File: config.mk
export PLATFORM = sky130hd
export DESIGN_NAME = simple_apb_master
export DESIGN_NICKNAME = d
export VERILOG_FILES = /design/src/rtl/simple_apb_master.sv
export SDC_FILE = /design/constraint.sdc
export NUM_CORES = 1
export LEC_CHECK = 0
export ABC_AREA = 1
export CAP_MARGIN = 20
export CORE_ASPECT_RATIO = 0.6
export CORE_MARGIN = 10
export CORE_UTILIZATION = 59
export CTS_BUF_LIST = sky130_fd_sc_hd__clkbuf_16
export CTS_CLUSTER_DIAMETER = 50
export DETAILED_ROUTE_END_ITERATION = 10
export DONT_BUFFER_PORTS = 1
export PLACE_DENSITY = 0.75
export RECOVER_POWER = 25
export SYNTH_ARGS = -nofsm -noshare
export SYNTH_HDL_FRONTEND = slang
export SYNTH_SLANG_ARGS = --single-unit
export TNS_END_PERCENT = 100
File: constraint.sdc
create_clock -name pclk -period 4.6 [get_ports pclk]
set_input_delay 0.69 -clock pclk [delete_from_list [all_inputs] [get_ports pclk]]
set_output_delay 0.69 -clock pclk [all_outputs]
set_load 0.1 [all_outputs]
File: src/rtl/simple_apb_master.sv
// Single-outstanding APB requester: valid/ready command in, SETUP/ACCESS on APB, valid/ready response out.
// Optional ACCESS-phase timeout is compiled in when APB_TIMEOUT_EN is defined.
module simple_apb_master #(
    parameter int ADDR_WIDTH     = 32,
    parameter int DATA_WIDTH     = 32,
    parameter int TIMEOUT_CYCLES = 16
) (
    input  logic                  pclk,
    input  logic                  preset,
    input  logic                  req_valid,
    output logic                  req_ready,
    input  logic                  req_write,
    input  logic [ADDR_WIDTH-1:0] req_addr,
    input  logic [DATA_WIDTH-1:0] req_wdata,
    input  logic [3:0]            req_strb,
    output logic                  rsp_valid,
    input  logic                  rsp_ready,
    output logic [DATA_WIDTH-1:0] rsp_rdata,
    output logic                  rsp_err,
    output logic [ADDR_WIDTH-1:0] paddr,
    output logic                  psel,
    output logic                  penable,
    output logic                  pwrite,
    output logic [DATA_WIDTH-1:0] pwdata,
    output logic [3:0]            pstrb,
    input  logic [DATA_WIDTH-1:0] prdata,
    input  logic                  pready,
    input  logic                  pslverr
);

    if ((DATA_WIDTH != 32) || (TIMEOUT_CYCLES < 1) || (TIMEOUT_CYCLES > 255)) begin : g_bad_params
        $error("simple_apb_master: DATA_WIDTH must be 32 and TIMEOUT_CYCLES in 1..255");
    end

    typedef enum logic [1:0] {IDLE, SETUP, ACCESS, RESP} state_t;

    state_t                state_q, state_n;
    logic                  req_ready_n, psel_n, penable_n, pwrite_n;
    logic                  rsp_valid_n, rsp_err_n;
    logic [ADDR_WIDTH-1:0] paddr_n;
    logic [DATA_WIDTH-1:0] pwdata_n, rsp_rdata_n;
    logic [3:0]            pstrb_n;

`ifdef APB_TIMEOUT_EN
    localparam logic [7:0] TMO_LAST = 8'(TIMEOUT_CYCLES - 1);
    logic [7:0] tmo_cnt_q;

    // Counts ACCESS cycles that ended with pready low; zeroed on the way into ACCESS.
    always_ff @(posedge pclk or posedge preset) begin
        if (preset) begin
            tmo_cnt_q <= 8'd0;
        end else if (state_q == SETUP) begin
            tmo_cnt_q <= 8'd0;
        end else if (state_q == ACCESS && !pready) begin
            tmo_cnt_q <= tmo_cnt_q + 8'd1;
        end
    end
`endif

    always_comb begin
        state_n     = state_q;
        req_ready_n = req_ready;
        psel_n      = psel;
        penable_n   = penable;
        pwrite_n    = pwrite;
        paddr_n     = paddr;
        pwdata_n    = pwdata;
        pstrb_n     = pstrb;
        rsp_valid_n = rsp_valid;
        rsp_err_n   = rsp_err;
        rsp_rdata_n = rsp_rdata;
        case (state_q)
            IDLE: begin
                if (req_valid) begin
                    // APB transfers are word aligned; the byte offset is discarded.
                    paddr_n     = req_addr & ~ADDR_WIDTH'(3);
                    pwrite_n    = req_write;
                    pwdata_n    = req_wdata;
                    pstrb_n     = req_write ? req_strb : 4'b0000;
                    psel_n      = 1'b1;
                    penable_n   = 1'b0;
                    req_ready_n = 1'b0;
                    state_n     = SETUP;
                end
            end
            SETUP: begin
                penable_n = 1'b1;
                state_n   = ACCESS;
            end
            ACCESS: begin
                if (pready) begin
                    rsp_rdata_n = pwrite ? '0 : prdata;
                    rsp_err_n   = pslverr;
                    psel_n      = 1'b0;
                    penable_n   = 1'b0;
                    rsp_valid_n = 1'b1;
                    state_n     = RESP;
                end
`ifdef APB_TIMEOUT_EN
                else if (tmo_cnt_q == TMO_LAST) begin
                    rsp_rdata_n = DATA_WIDTH'(32'hDEADBEEF);
                    rsp_err_n   = 1'b1;
                    psel_n      = 1'b0;
                    penable_n   = 1'b0;
                    rsp_valid_n = 1'b1;
                    state_n     = RESP;
                end
`endif
            end
            RESP: begin
                if (rsp_ready) begin
                    rsp_valid_n = 1'b0;
                    req_ready_n = 1'b1;
                    state_n     = IDLE;
                end
            end
            default: begin
                state_n     = IDLE;
                req_ready_n = 1'b1;
                psel_n      = 1'b0;
                penable_n   = 1'b0;
                rsp_valid_n = 1'b0;
            end
        endcase
    end

    always_ff @(posedge pclk or posedge preset) begin
        if (preset) begin
            state_q   <= IDLE;
            req_ready <= 1'b1;
            psel      <= 1'b0;
            penable   <= 1'b0;
            pwrite    <= 1'b0;
            paddr     <= '0;
            pwdata    <= '0;
            pstrb     <= 4'b0000;
            rsp_valid <= 1'b0;
            rsp_err   <= 1'b0;
            rsp_rdata <= '0;
        end else begin
            state_q   <= state_n;
            req_ready <= req_ready_n;
            psel      <= psel_n;
            penable   <= penable_n;
            pwrite    <= pwrite_n;
            paddr     <= paddr_n;
            pwdata    <= pwdata_n;
            pstrb     <= pstrb_n;
            rsp_valid <= rsp_valid_n;
            rsp_err   <= rsp_err_n;
            rsp_rdata <= rsp_rdata_n;
        end
    end

endmodule

# Word-level counts from Yosys, hierarchy flattened
# Index checks and enable logic that the tools add are counted.
[totals]
reg_bits = 106
input_bits = 107
out_inout_bits = 106
word_cells = 45
[op_classes]
eq_ne = 6
muxes = 16
n_reduce_logical = 12
[ops]
columns = ["operator", "n"]
rows = [
  ["$mux 32", 1],
  ["$reduce_and 3->1", 5],
  ["$pmux 2 s4", 1],
  ["$mux 1", 6],
  ["$mux 2", 3],
  ["$ne 2x2->1 const B", 3],
  ["$pmux 1 s2", 3],
  ["$reduce_bool 2->1", 3],
  ["$eq 2x2->1 const B", 2],
  ["$mux 4", 1],
  ["$reduce_and 2->1", 2],
  ["$pmux 1 s3", 1],
  ["$reduce_bool 3->1", 1],
  ["$eq 2x1->1 const B", 1],
  ["$logic_not 2->1", 1],
]

# Logic depth before layout (Yosys ltp)
# Gate-level depths: netlist of the first run.
[depth]
ltp_word = 3
mapped_depth = 8
mapped_depth_nobuf = 8

# Worst setup path after synthesis of the first run
# Ideal clock, no wire load.
[synth_timing]
path_type = "reg2reg"
startpoint = "reg pwrite"
endpoint = "reg rsp_rdata[0]"
setup_ps = 129
t_arrival_ps = 1479
t_required_ps = 4471
slack_ps = 2993
stages_incl_launch_ff = 5
n_path_buf = 1
period_less_slack_ps = 1607
cell_sequence = "dfrtp_1 inv_1 buf_1 nand2_1 o21ai_0"
[synth_between]
elab_chain_len = 1
[synth_lines]
columns = ["element", "line", "source"]
rows = [
  ["start, declared", "23", "output logic pwrite,"],
  ["start signal, assigned", "145", "pwrite <= pwrite_n;"],
  ["$mux 32", "92", "rsp_rdata_n = pwrite ? '0 : prdata;"],
  ["end signal, assigned", "151", "rsp_rdata <= rsp_rdata_n;"],
  ["end, declared", "18", "output logic [DATA_WIDTH-1:0] rsp_rdata,"],
]
# Every way passes these cells.
# A chain may end at the register's enable or synchronous reset.

==> impl_metrics.csv, run 1 <==
group,metric,value,unit
status,outcome,"finished with violations",
status,failed_checks,"capacitance limit, slew limit",
drt,vias,3067,
setup_path,start_kind,"input port",
drt,post_drt_via_cell_ratio,5.390,
setup_path,slowest_delay,1640,ps
sta,setup_viol,0,
drt,routed_wirelength,10.95,mm
synthesis,ys_top_cells_by_count,"nand2_1, dfrtp_1, o21ai_0",
finish,antenna_cells,0,
synthesis,avgSynthCellArea,8.764,µm²
die,core.rowCount,23,
sta,rsz0062_at_grt,"no",
sta,final.setup_skew,8.359,ps
setup_path,ff2ff_path_depth,3,
setup_path,critical_path_peak_fanout,71,
clocking,clk_latency,340,ps
synthesis,synth_edf_count,0,
sta,tns,0,ps
drt,drc,0,
sta,tightest_slew,2931,ps
worst_hold_path,hp-start,"req_wdata[22]",
die,io_pins,213,
sta,slew_violations,72,
clocking,postCtsHoldBufs,0,
finish,drive_above_1_share,4.357,%
setup_path,crit_chain,"clkinvlp_2 -> clkbuf_2",
drt,wl_per_cell,19.24,µm
clocking,cts.clk_slew.worst_paths,70,ps
synthesis,ys_seq_elements,106,
synthesis,synth_flop_cell,"dfrtp_1",
setup_path,crit_buf_inv,2,
synthesis,synth.most_common_cell,"nand2_1",
synthesis,ys_warn_count,0,
setup_path,path_delay_family,"buffers and inverters",
worst_hold_path,hold_path_end,"pwdata[22]$_DFFE_PP0P_",
setup_path,r2r_setup_slack,2480,ps
setup_path,cp.arrival,3260,ps
grt,grtUsageTotal,19.09,%
sta,min_period_over_period,63.29,%
synthesis,ys_types,18,
run,maxCapViolations,1,
synthesis,yosysSeqAreaShare,62.18,%
grt,antenna_found_initial,0,
grt,grt_pass1_vias,3093,
worst_hold_path,hold_class,"input port to flip-flop",
synthesis,syn_inst,487,
synthesis,syn-cell-area,0.004268,mm²
clocking,ctsHtreeMaxLevel,3,
finish,nets,591,
finish,area_growth,6.303,%
setup_path,rr_startpoint,"pwrite$_DFFE_PP0P_",
drt,dr.pass1.iters,4,
clocking,cts-resized-gates,0,
sta,slew_headroom,-96.49,%
grt,grt_pass1_wl,16.73,mm
synthesis,synth_area_leaders,"dfrtp_1, nand2_1, o21ai_0",
setup_path,timing.rr.end,"rsp_rdata[25]$_DFFE_PP0P_",
synthesis,netlist.area_leader.share,61.57,%
die,dieArea,0.01115,mm²
sta,fmax,343.5,MHz
clocking,ctsLongestPathBuffers,2,
synthesis,synth_top_cell_by_area,"dfrtp_1",
drt,detail-route-antenna-nets,0,
die,die_w,129.8,µm
sta,hold_viol_final,0,
die,design.core.area,0.006849,mm²
setup_path,crit_path_end_kind,"async pin",
finish,fillers,560,
setup_path,startpoint,"preset",
die,start_util,62.31,%
placement,gp_congestion,0.7763,
placement,io_buffers,0,
clocking,cts_buffers,9,
setup_path,cp_num_cells,2,
clocking,cts.sinks,106,
grt,overflow,0,
setup_path,required,4950,ps
die,die_y,85.88,µm
worst_hold_path,whs_path_depth,2,
sta,min_period,2911,ps
placement,dp.final_hpwl,8.336,mm
setup_path,critPathKind,"input port to async pin",
clocking,cts_root_buffer,"clkbuf_16",
clocking,cts_tree,"done",
grt,grt_max_degree,72,
synthesis,ys_async_sr_fraction,100.0,%
setup_path,cpMaxStageDelayCell,"clkinvlp_2",
clocking,cts_setup_buffers,0,
drt,drt_iter0_drc,181,
logic make-up (layout without fill, tap and decap cells):
family                     after synthesis  count (layout)  synth area share, %
AOI/OAI and AO/OA                       37              37                4.339
adders and majority gates                7               7                2.052
buffers and inverters                   37              31                4.573
DFF                                    106             106                62.18
other                                    1               2              0.08787
and+or+nand+nor                        299             299                26.77
how the worst max path moves through the flow:
| stage | slack (ps) | end |
|---|---|---|
| detailed placement | 2480 | rsp_rdata[25]$_DFFE_PP0P_ |
| CTS | 2460 | rsp_rdata[25]$_DFFE_PP0P_ |
| global placement | 2510 | rsp_rdata[25]$_DFFE_PP0P_ |
| finish | 1690 | rsp_rdata[9]$_DFFE_PP0P_ |
| global route | 1170 | rsp_rdata[9]$_DFFE_PP0P_ |
| floorplan | 1120 | paddr[10]$_DFFE_PP0P_ |
per-stage QoR:
stage | setup slack [ps] | cell area, µm² | instances | utilization (%) | hold WS, ps
2_1_floorplan | 1123 | 4272 | 488 | - | 526.3
3_3_place_gp | 2506 | 4255 | 553 | 62.13 | 564.1
3_5_place_dp | 2476 | 4255 | 553 | 62.13 | 581.3
4_1_cts | 2458 | 4541 | 569 | 66.30 | 413.6
5_1_grt | 1167 | 4537 | 569 | 66.24 | 451.5
6_report | 1689 | 4537 | 569 | 66.24 | 460.6
cells in the final DEF (no fill, tap or decap), drive strengths merged:
cell type | Yosys | routed
o21ai | 37 | 37
nand4 | 3 | 3
nand3b | 1 | 1
clkinv | 0 | 5
conb | 1 | 2
buf | 18 | 2
clkinvlp | 0 | 2
clkbuf | 7 | 10
nand3 | 5 | 5
bufinv | 0 | 1
dfstp | 1 | 1
ha | 7 | 7
inv | 12 | 11
nand2 | 290 | 290
dfrtp | 105 | 105
registers in the layout, summed over array words and instances, names as in the netlist:
register	cells
psel	1
state_q	2
rsp_valid	1
paddr	30
penable	1
rsp_rdata	32
rsp_err	1
pwrite	1
req_ready	1
pstrb	4
pwdata	32
layer usage:
layer / GRT usage (%) / share of wire, % / up-vias
met5: 0 / 0 / -
met4: 4.878 / 0.67 / 0
met3: 9.957 / 14 / 7
met2: 31.18 / 49 / 151
met1: 21.72 / 36 / 1441
li1: - / - / 1468
final cells by class:
type	instances	area [µm²]	share of cell area, %
flip-flops and latches	106	2654	58.49
clock inverters	7	60.06	1.324
inverters	12	46.29	1.020
repair buffers	3	20.02	0.4413
clock buffers	9	225.2	4.964
well taps	87	108.9	2.399
multi-input cells	345	1423	31.36
Power of run 1 is not shown: default switching activity piles up to over one toggle a cycle in this logic, so the estimate is an artifact.
==> inputs of run 2 (changes only) <==
- CORE_UTILIZATION: 59 -> 56
- PLACE_DENSITY: 0.75 -> 0.74
- clock period: 4.6 -> 2.4 ns (I/O delays scaled with it)
==> run 2 against run 1 <==
The flow now finishes without violations. Sequential cell count is the same. Clock skew shrank 2.8 ps. Register-to-register slack lost 1900 ps. Hold slack lost 320 ps. Via count grew 7.8%. Utilization grew 2.5 points. Critical path type is now flip-flop to flip-flop.
==> impl_metrics.csv, run 2 (synthesis gave the netlist of run 1 again) <==
group,metric,value,unit
finish,drive_above_1_share,15.60,%
die,core.rowCount,24,
sta,tns,0,ps
grt,grt_pass1_vias,3259,
setup_path,crit_path_frequent_cell,"nand2_1",
sta,hold_viol_final,0,
clocking,cts_tree,"done",
setup_path,slowest_delay,530,ps
clocking,ctsLongestPathBuffers,2,
die,io_pins,213,
sta,setup_viol,0,
drt,post_drt_via_cell_ratio,5.094,
sta,final.setup_skew,5.513,ps
drt,routed_wirelength,11.42,mm
grt,grtUsageTotal,18.84,%
placement,dp_cells,633,
sta,min_period,1787,ps
setup_path,crit_path_end_kind,"flip-flop",
placement,io_buffers,0,
worst_hold_path,whs_path_depth,2,
clocking,clk_latency,330,ps
status,outcome,"finished clean",
clocking,cts_setup_buffers,0,
die,die_w,132.7,µm
setup_path,ff2ff_path_depth,6,
finish,antenna_cells,0,
die,design.core.area,0.007327,mm²
setup_path,critical_path_peak_fanout,70,
grt,grt_pass1_wl,17.42,mm
setup_path,cp_num_cells,6,
finish,reg.largest.list,"pwdata x32, rsp_rdata x32, paddr x30",
grt,antenna_found_initial,0,
worst_hold_path,hold_class,"input port to flip-flop",
placement,dp.final_hpwl,8.725,mm
die,start_util,58.25,%
finish,nets,654,
grt,overflow,0,
setup_path,start_kind,"flip-flop",
setup_path,cpMaxStageDelayCell,"buf_4",
setup_path,crit_buf_inv,2,
setup_path,r2r_setup_slack,610,ps
sta,slew_violations,0,
finish,area_growth,17.94,%
placement,gp_congestion,0.7507,
grt,grt_max_degree,107,
drt,wl_per_cell,17.60,µm
setup_path,crit_chain,"inv_1 -> ha_1 -> nand2_2 -> buf_4 -> nand2_1 -> nand2_1",
run,maxCapViolations,0,
finish,most-common-layout-cells,"nand2_1, dfrtp_1, buf_4",
die,die_y,87.62,µm
drt,vias,3306,
setup_path,critPathKind,"flip-flop to flip-flop",
sta,rsz0062_at_grt,"no",
drt,drc,0,
grt,grt.busiest_layer,"met2",
clocking,postCtsHoldBufs,0,
drt,drt_iter0_drc,213,
setup_path,path_delay_family,"buffers and inverters",
finish,final_common_cell,"nand2_1",
grt,use_met3,9.029,%
sta,tightest_slew,1374,ps
sta,min_period_over_period,74.45,%
drt,dr.pass1.iters,4,
drt,detail-route-antenna-nets,0,
clocking,cts-resized-gates,0,
clocking,cts_root_buffer,"clkbuf_16",
clocking,cts_buffers,9,
grt,use_met1,20.90,%
sta,fmax,559.7,MHz
setup_path,required,2660,ps
sta,slew_headroom,8.392,%
clocking,cts.clk_slew.worst_paths,70,ps
clocking,cts.sinks,106,
setup_path,cp.arrival,2050,ps
die,dieArea,0.01163,mm²
grt,grt.met2_usage,32.53,%
clocking,ctsHtreeMaxLevel,3,
finish,fin_cells,649,
run 2: path summary, 6_finish.rpt:
| kind | startpoint | end |
|---|---|---|
| worst max-delay path | state_q[0]$_DFFE_PP0P_ | pwdata[0]$_DFFE_PP0P_ |
| worst min-delay path | req_addr[8] | paddr[8]$_DFFE_PP0P_ |
| worst max register to register | state_q[0]$_DFFE_PP0P_ | pwdata[0]$_DFFE_PP0P_ |
| worst min register to register | paddr[3]$_DFFE_PP0P_ | paddr[3]$_DFFE_PP0P_ |
| max in group asynchronous | preset | rsp_rdata[27]$_DFFE_PP0P_ |
| min in group asynchronous | preset | pwdata[8]$_DFFE_PP0P_ |
run 2: per-layer routing:
layer  wire [µm]  vias up
li1            -     1593
met1        4303     1551
met2        5674      153
met3        1340        9
met4         103        0
met5           0        -
run 2: layout make-up:
type	instances	area [µm²]
Inverter	12	46.29
Fill cell	600	2293
Clock inverter	7	47.55
Timing Repair Buffer	66	508.0
Sequential cell	106	2654
Tap cell	104	130.1
Clock buffer	9	225.2
Multi-Input combinational cell	345	1423
run 2: metrics by stage:
| stage | setup WS (ps) | util (%) | hold slack (ps) | cell area (µm²) |
|---|---|---|---|---|
| CTS | 606.1 | 68.90 | 79.38 | 5049 |
| finish | 613.2 | 68.70 | 136.3 | 5034 |
| floorplan | 767.3 | - | 469.6 | 4275 |
| global route | 449.4 | 68.70 | 117.4 | 5034 |
| detailed placement | 621.6 | 65.18 | 440.4 | 4776 |
| global placement | 696.1 | 65.18 | 433.9 | 4776 |
run 2: worst reg2reg max path, cell delays in order (launching register included):
cell     delay [ps]
dfrtp_1         440
inv_1           120
ha_1            260
nand2_2          90
buf_4           530
nand2_1         170
nand2_1         110
Power of run 2 is left out for the same reason.
==> inputs of run 3 (changes only) <==
- CORE_UTILIZATION: 56 -> 59
- PLACE_DENSITY: 0.74 -> 0.75
- clock period: 2.4 -> 1.65 ns (I/O delays scaled with it)
==> run 3 against run 2 <==
Worst setup slack lost 510 ps. Clock skew shrank 2.3 ps. Hold slack lost 120 ps. Register-to-register slack lost 510 ps. Critical path type unchanged. Largest cell class unchanged.
==> impl_metrics.csv, run 3 (synthesis gave the netlist of run 1 again) <==
group,metric,value,unit
die,start_util,62.31,%
clocking,cts.sinks,106,
setup_path,ff2ff_path_depth,6,
setup_path,cpMaxStageDelayCell,"dfrtp_1",
placement,dp_cells,659,
clocking,ctsHtreeMaxLevel,3,
clocking,cts_tree,"done",
die,die_w,129.8,µm
drt,dr.pass1.iters,4,
setup_path,start_kind,"flip-flop",
setup_path,path_delay_family,"flip-flops",
drt,routed_wirelength,12.16,mm
setup_path,crit_chain,"inv_1 -> ha_1 -> nand2_2 -> buf_12 -> nand2_1 -> nand2_1",
drt,drc,0,
setup_path,cp.arrival,1820,ps
finish,final_common_cell,"nand2_1",
placement,dp_worst_setup_slack,141.5,ps
setup_path,crit_buf_inv,2,
drt,drt_iter0_drc,257,
die,dieArea,0.01115,mm²
clocking,clk_latency,340,ps
clocking,cts-resized-gates,0,
worst_hold_path,hold_class,"input port to flip-flop",
setup_path,cp_num_cells,6,
clocking,cts_root_buffer,"clkbuf_16",
sta,fmax,646.1,MHz
grt,use_met3,10.26,%
finish,fin_cells,678,
setup_path,crit_path_end_kind,"flip-flop",
finish,reg.largest.list,"pwdata x32, rsp_rdata x32, paddr x30",
grt,grt.busiest_layer,"met2",
setup_path,required,1930,ps
placement,dp.final_hpwl,8.964,mm
grt,grt_max_degree,78,
sta,tns,0,ps
die,die_y,85.88,µm
finish,most-common-layout-cells,"nand2_1, dfrtp_1, buf_4",
sta,hold_viol_final,0,
finish,postLayoutCellArea,0.005418,mm²
setup_path,crit_path_frequent_cell,"nand2_1",
grt,grt.met2_usage,37.23,%
drt,post_drt_via_cell_ratio,5.083,
grt,antenna_found_initial,0,
sta,final.setup_skew,3.252,ps
placement,gp_congestion,0.8029,
placement,dpl_cell_area,0.005115,mm²
finish,nets,700,
sta,min_period_over_period,93.80,%
sta,setup_viol,0,
setup_path,slowest_delay,430,ps
clocking,cts_setup_buffers,0,
die,core.rowCount,23,
placement,io_buffers,0,
sta,slew_violations,0,
worst_hold_path,whs_path_depth,2,
setup_path,critPathKind,"flip-flop to flip-flop",
die,io_pins,213,
clocking,cts_buffers,9,
clocking,cts.clk_slew.worst_paths,70,ps
drt,wl_per_cell,17.93,µm
setup_path,critical_path_peak_fanout,70,
sta,slew_headroom,33.52,%
sta,min_period,1548,ps
sta,tightest_slew,997.2,ps
finish,area_growth,26.94,%
clocking,ctsLongestPathBuffers,2,
die,design.core.area,0.006849,mm²
status,outcome,"finished clean",
drt,vias,3446,
grt,grtUsageTotal,20.75,%
grt,grt_pass1_wl,18.06,mm
grt,use_met1,20.65,%
grt,overflow,0,
run,maxCapViolations,0,
drt,detail-route-antenna-nets,0,
finish,fillers,475,
sta,fin_ws,102.2,ps
grt,grt_pass1_vias,3475,
finish,drive_above_1_share,22.00,%
finish,antenna_cells,0,
==> run 3: cell count changes in the layout (fill, tap and decap cells not counted) <==
cell / delta
buf_12: +3
buf_4: +39
clkbuf_16: +1
clkbuf_2: +1
clkinv_2: +2
clkinvlp_4: -4
dlygate4sd3_1: +2
inv_1: -1
inv_6: +3
==> run 3: area by class of cell <==
type | instances | area (µm²) | area share (%)
flip-flops and latches | 106 | 2654 | 48.98
well taps | 87 | 108.9 | 2.009
clock inverters | 7 | 50.05 | 0.9238
inverters | 12 | 46.29 | 0.8545
multi-input cells | 345 | 1423 | 26.26
repair buffers | 112 | 910.9 | 16.81
clock buffers | 9 | 225.2 | 4.157
==> run 3: path summary, 6_finish.rpt <==
kind                                   startpoint                endpoint  slack (ps)
setup / recovery           state_q[0]$_DFFE_PP0P_  pwdata[21]$_DFFE_PP0P_         100
hold / removal                        req_addr[9]    paddr[9]$_DFFE_PP0P_          10
setup reg to reg           state_q[0]$_DFFE_PP0P_  pwdata[21]$_DFFE_PP0P_         100
hold reg to reg             paddr[31]$_DFFE_PP0P_   paddr[31]$_DFFE_PP0P_         490
max in group asynchronous                  preset  pwdata[28]$_DFFE_PP0P_         270
min in group asynchronous                  preset   paddr[29]$_DFFE_PP0P_         580
==> run 3: per-stage QoR <==
step	util [%]	hold WS (ps)
floorplan	-	357.1
global placement	74.68	260.1
detailed placement	74.68	268.5
CTS	78.85	2.527
global route	79.10	2.258
finish	79.10	11.39
==> run 3: what timing repair did <==
item,in CTS,in global routing
setup endpoints to repair,0,23
hold endpoints to repair,105,1
hold buffers,1,1
==> run 3: routing by layer <==
metal	up-vias	wire (µm)
met5	-	0
met4	0	181
met3	16	1504
met2	161	6203
met1	1585	4266
li1	1684	-
==> run 3: worst reg2reg max path: stages (launching register included) <==
cell and delay [ps]:
dfrtp_1 430, inv_1 120, ha_1 270, nand2_2 110
buf_12 280, nand2_1 160, nand2_1 120
Power of run 3 is left out for the same reason.
